<file path="config.mk">
export PLATFORM = sky130hd
export DESIGN_NAME = fifo_row_reader
export DESIGN_NICKNAME = d
export VERILOG_FILES = /design/src/rtl/fifo_row_reader.sv
export SDC_FILE = /design/constraint.sdc
export NUM_CORES = 1
export LEC_CHECK = 0
export CAP_MARGIN = 20
export CORE_MARGIN = 2
export CORE_UTILIZATION = 49
export CTS_BUF_LIST = sky130_fd_sc_hd__clkbuf_8
export DETAILED_ROUTE_END_ITERATION = 12
export PLACE_DENSITY = 0.93
export SYNTH_ARGS = -nofsm -noshare
export SYNTH_HDL_FRONTEND = slang
export SYNTH_SLANG_ARGS = --single-unit
</file>
<file path="constraint.sdc">
create_clock -name clock -period 3.6 [get_ports clock]
set_input_delay 0.54 -clock clock [delete_from_list [all_inputs] [get_ports clock]]
set_output_delay 0.54 -clock clock [all_outputs]
set_load 0.005 [all_outputs]
</file>
<file path="src/rtl/fifo_row_reader.sv">
// Pops one row from the row FIFO head and streams it out word by word, word 0 first.
// Optional rows_done counter is built when FIFO_ROW_READER_CNT_EN is defined.
module fifo_row_reader #(
    parameter int WIDTH    = 32,
    parameter int ROW_SIZE = 3
) (
    input  logic                               clock,
    input  logic                               reset,
    input  logic                               en,
    input  logic [ROW_SIZE-1:0][WIDTH-1:0]     fifo_data,
    input  logic                               fifo_empty,
    output logic                               fifo_re,
    output logic [WIDTH-1:0]                   out_data,
    output logic                               out_valid,
    input  logic                               out_ready,
    output logic                               out_last,
`ifdef FIFO_ROW_READER_CNT_EN
    output logic [15:0]                        rows_done,
`endif
    output logic                               busy
);

    localparam int IDX_W = (ROW_SIZE > 1) ? $clog2(ROW_SIZE) : 1;
    localparam logic [IDX_W-1:0] LAST_IDX = IDX_W'(ROW_SIZE - 1);

    typedef enum logic {
        S_IDLE = 1'b0,
        S_SEND = 1'b1
    } state_t;

    state_t                         r_state;
    logic [IDX_W-1:0]               r_idx;
    logic [ROW_SIZE-1:0][WIDTH-1:0] r_row;

    logic w_send;
    logic w_last;
    logic w_xfer;
    logic w_fetch;

    assign w_send = (r_state == S_SEND);
    assign w_last = w_send && (r_idx == LAST_IDX);
    assign w_xfer = w_send && out_ready;
    // A new row is fetched from IDLE, or on the final word's transfer so rows run back-to-back.
    assign w_fetch = !reset && en && !fifo_empty && (!w_send || (w_xfer && w_last));

    always_ff @(posedge clock) begin
        if (reset) begin
            r_state <= S_IDLE;
            r_idx   <= '0;
            r_row   <= '0;
        end else if (w_fetch) begin
            r_row   <= fifo_data;
            r_idx   <= '0;
            r_state <= S_SEND;
        end else if (w_xfer) begin
            if (w_last) begin
                r_idx   <= '0;
                r_state <= S_IDLE;
            end else begin
                r_idx   <= r_idx + 1'b1;
            end
        end
    end

`ifdef FIFO_ROW_READER_CNT_EN
    logic [15:0] r_rows_done;

    always_ff @(posedge clock) begin
        if (reset) begin
            r_rows_done <= '0;
        end else if (w_xfer && w_last && (r_rows_done != 16'hFFFF)) begin
            r_rows_done <= r_rows_done + 16'd1;
        end
    end

    assign rows_done = r_rows_done;
`endif

    assign fifo_re   = w_fetch;
    assign out_data  = r_row[r_idx];
    assign out_valid = w_send;
    assign out_last  = w_last;
    assign busy      = w_send;

endmodule

</file>
=== After elaboration in Yosys (flattened, before gate mapping) ===
Index checks and enable logic that the tools add are counted.

* Register bits after elaboration: 99
* Input bits: 101
* Output and inout port bits: 36
* Word-level logic and storage cells: 28

* $add $sub $neg: 1
* $lt $le $gt $ge: 1
* Equal/unequal tests: 1
* Mux-type cells: 6
* Reduce and logical (&&, ||, !) cells: 14

{| class="wikitable"
|+ Operator list
! cell !! count
|-
| 32-bit binary-select mux with 2-bit select || 1
|-
| 32-bit 2-to-1 mux || 1
|-
| 1-bit logical AND || 6
|-
| 2-bit nonzero test || 2
|-
| 1-bit zero test || 3
|-
| 2-bit by 3-bit < comparator with 1-bit output (second input constant) || 1
|-
| 1-bit 2-to-1 mux || 3
|-
| 2-bit by 1-bit adder with 2-bit output (second input constant) || 1
|-
| 2-bit == test (second input constant) || 1
|-
| 2-bit 2-to-1 mux || 1
|-
| 2-bit AND reduction || 1
|-
| 2-bit OR reduction || 1
|-
| 1-bit logical OR || 1
|}

=== Longest topological paths before layout ===
* Word-level depth: 7
* Gate-level depth with buffers: 6

=== Worst setup path after synthesis ===
OpenSTA, ideal clock, no wires.

* Path type: in2out
* Start: input reset
* End: output fifo_re
* Arrival: 1.402 ns
* Required time: 3.060 ns
* Setup slack: 1.658 ns
* Cell stages on the path: 4
* Path buffers: 2
* Path through: or3b_1 buf_2 a21oi_4 buf_2

* Cells in the longest elaborated chain, start to end: 4

{| class="wikitable"
|+ RTL lines
! what !! line !! source
|-
| start: declaration || 8 || <nowiki>input logic reset,</nowiki>
|-
| 1-bit zero test || 44 || <nowiki>assign w_fetch = !reset && en && !fifo_empty && (!w_send || (w_xfer && w_last));</nowiki>
|-
| 1-bit logical AND (3 in a row) || 44 ||
|-
| end: declaration || 12 || <nowiki>output logic fifo_re,</nowiki>
|}

No other way between the ends.

=== Worst setup path in the final report ===
* Start: register r_idx[0]
* End: output out_data[20]

* Cells in the longest elaborated chain, start to end: 2

{| class="wikitable"
|+ RTL lines
! what !! line !! source
|-
| start: declaration || 32 || <nowiki>logic [IDX_W-1:0] r_idx;</nowiki>
|-
| start signal: assignment || 60 || <nowiki>r_idx <= r_idx + 1'b1;</nowiki>
|-
| 32-bit binary-select mux with 2-bit select || 80 || <nowiki>assign out_data = r_row[r_idx];</nowiki>
|-
| 32-bit 2-to-1 mux (not written as such) || 80 ||
|-
| end: declaration || 13 || <nowiki>output logic [WIDTH-1:0] out_data,</nowiki>
|}

No other way between the ends. The select of a mux whose other input is x is not followed.

==> flow_metrics.env <==
export IMPL_area_growth_pct=43.0
export IMPL_port_buffers=136
export IMPL_viasPerCell=5.64
export IMPL_drc=0
export IMPL_start_util_pct=50.9
export IMPL_post_cts_resized=0
export IMPL_cts_tree="done"
export IMPL_cts_hold_buf=0
export IMPL_worstPathRequired_ns=3.06
export IMPL_critPathTopFamily="buffers and inverters"
export IMPL_tightest_slew_ns=0.991
export IMPL_die_y_um=91.2
export IMPL_antenna_diode_count=0
export IMPL_vias=3184
export IMPL_place_gp_congestion=0.754
export IMPL_worstSkewPairLatency_ns=0.35
export IMPL_die_area_um2=8330
export IMPL_cts_clk_slew_worst_paths_ns=0.08
export IMPL_grt_pass1_vias=3148
export IMPL_cts_path_max_buffers=2
export IMPL_slew_headroom_pct=33.9
export IMPL_status="finished clean"
export IMPL_cpPeakStageDelay_ns=0.70
export IMPL_final_layout_size_suffix_gt1_share_pct=4.72
export IMPL_vdd_drop_max_mv=0.237
export IMPL_dp_hpwl_um=6430
export IMPL_ys_warn_count=0
export IMPL_h_tree_depth=3
export IMPL_cp_buffers_inverters=2
export IMPL_crit_arrival_ns=2.38
export IMPL_seq_area_frac_synth_pct=53.1
export IMPL_synthesis_nets=445
export IMPL_antenna_found_initial=0
export IMPL_wirelength_um=9850
export IMPL_hold_class="reg -> reg"
export IMPL_numCtsBuffers=9
export IMPL_hold_viol=0
export IMPL_slew_viol_final=0
export IMPL_ios=137
export IMPL_grt_setup_unrepaired="false"
export IMPL_cts_sink_count=99
export IMPL_setup_tns_final_ns=0
export IMPL_grt_pass1_wl_um=15500
export IMPL_synth_cell_types=21
export IMPL_syn_instance_count=344
export IMPL_crit_type="reg -> out"
export IMPL_preCtsSetupSlack_ns=0.761
export IMPL_endpoint_kind="primary output"
export IMPL_core_um2=7330
export IMPL_p_leak_nw=1.96
export IMPL_ant_nets=0
export IMPL_fp_dieW_um=91.2
export IMPL_maxCapViolations=0
export IMPL_skew_ns=0.00848
export IMPL_final_common_cell="clkdlybuf4s50_1"
export IMPL_drt_initial_drc_count=134
export IMPL_fill_cells=531
export IMPL_finalSetupViolations=0
export IMPL_cpMaxStageDelayCell="dfxtp_2"
export IMPL_root_buffer="clkbuf_8"
export IMPL_grt_max_degree=97
export IMPL_rows=31
export IMPL_start_kind="register"
export IMPL_synthesis_area_um2=3730
export IMPL_powerDensity_nw_per_um2=427
export IMPL_setup_ws_ns=0.682
export IMPL_total_power_mw=2.28
export IMPL_grt_ovfl_total=0
export IMPL_grt_usage_pct=23.1
export IMPL_timing_fmax_ghz=0.343
export IMPL_path_cells="buf_4 > mux2i_1 > o21ai_0 > clkdlybuf4s50_1"
export IMPL_avgSynthCellArea_um2=10.8
export IMPL_crit_fanout=21
export IMPL_synth_seq_cells=99
export IMPL_final_cell_mix="clkdlybuf4s50_1 (136), dfxtp_1 (98), a22o_1 (96)"
export IMPL_drtPass1Iterations=4
export IMPL_nets=563
export IMPL_wl_per_cell_um=17.4
export IMPL_min_period_ns=2.92
export IMPL_fin_crit_sh_pct=81.1
export IMPL_postCtsSetupBuffers=0
[path summary, 6_finish.rpt]
path	to	cells past startpoint	startpoint	slack, ns
min reg2reg	r_row[57]	1	r_row[57]	0.48
max	out_data[20]	4	r_idx[0]	0.68
min	r_row[57]	1	r_row[57]	0.48
max reg2reg	r_row[44]	5	r_idx[0]	1.17
[worst reg2reg max path: cells and delay by family, from the launching register on]
kind | cells | cell delay, ns
AND/OR/NAND/NOR | 1 | 0.26
buffers and inverters | 2 | 1.11
flip-flops | 1 | 0.50
AO/OA/AOI/OAI | 2 | 0.50
[registers in the layout, summed over array words and instances, names as in the netlist]
register / cells
r_idx: 2
r_row: 96
busy: 1
[cell families (layout without fill, tap and decap cells)]
| kind of cell | count (synthesis) | after routing | synth area share, % |
|---|---|---|---|
| muxes | 32 | 32 | 8.59 |
| DFF | 99 | 99 | 53.1 |
| buffers and inverters | 35 | 157 | 4.56 |
| and+or+nand+nor | 43 | 43 | 5.30 |
| AOI/OAI and AO/OA | 135 | 135 | 28.4 |
[cells in the mapped netlist]
master | count | area share (%)
o2bb2ai_2 | 1 | 0.40
inv_1 | 1 | 0.10
a22o_1 | 96 | 23
nand2_1 | 33 | 3.3
a21oi_4 | 1 | 0.44
nand4b_1 | 1 | 0.23
nor2b_1 | 2 | 0.34
or3b_1 | 1 | 0.23
buf_2 | 16 | 2.1
o21ai_0 | 34 | 4.6
buf_4 | 5 | 1.0
mux2i_1 | 32 | 8.6
a21oi_1 | 2 | 0.27
o211ai_1 | 1 | 0.20
and2_1 | 1 | 0.17
and3b_1 | 1 | 0.23
dfxtp_1 | 99 | 53
clkbuf_1 | 13 | 1.3
nand2b_1 | 1 | 0.17
nand3b_1 | 2 | 0.40
nor3b_1 | 1 | 0.20
[metal layers]
metal | global-route usage, % | up-vias | part of all wire, %
li1 | - | 1514 | -
met4 | 5.68 | 0 | 0.70
met3 | 5.98 | 6 | 4.9
met1 | 29.5 | 1552 | 44
met5 | 0 | - | 0
met2 | 39.0 | 112 | 50
[where the power goes]
part           total, mW  leakage (nW)  switching [mW]  internal [mW]
Combinational      0.331          1.04           0.114          0.217
Clock              0.739         0.108           0.355          0.384
Sequential          1.21         0.810          0.0450           1.16
[final cells by class]
type	count	area, µm²	area share, %
flip-flops and latches	99	1980	37.2
multi-input cells	210	1590	29.9
repair buffers	141	1420	26.7
clock buffers	9	124	2.32
well taps	99	124	2.32
clock inverters	6	83.8	1.57
inverters	1	3.75	0.0704
[per-stage QoR]
| step | instance area [µm²] | util, % | hold WS (ns) | std cells |
|---|---|---|---|---|
| final | 5340 | 72.8 | 0.481 | 565 |
| after floorplan | 3730 | - | 0.441 | 344 |
| after CTS | 5340 | 72.8 | 0.481 | 565 |
| after detailed placement | 5130 | 69.9 | 0.454 | 550 |
| after global routing | 5340 | 72.8 | 0.493 | 565 |
| after global placement | 5130 | 69.9 | 0.455 | 550 |
No activity file was read; power rests on OpenSTA's default activity.
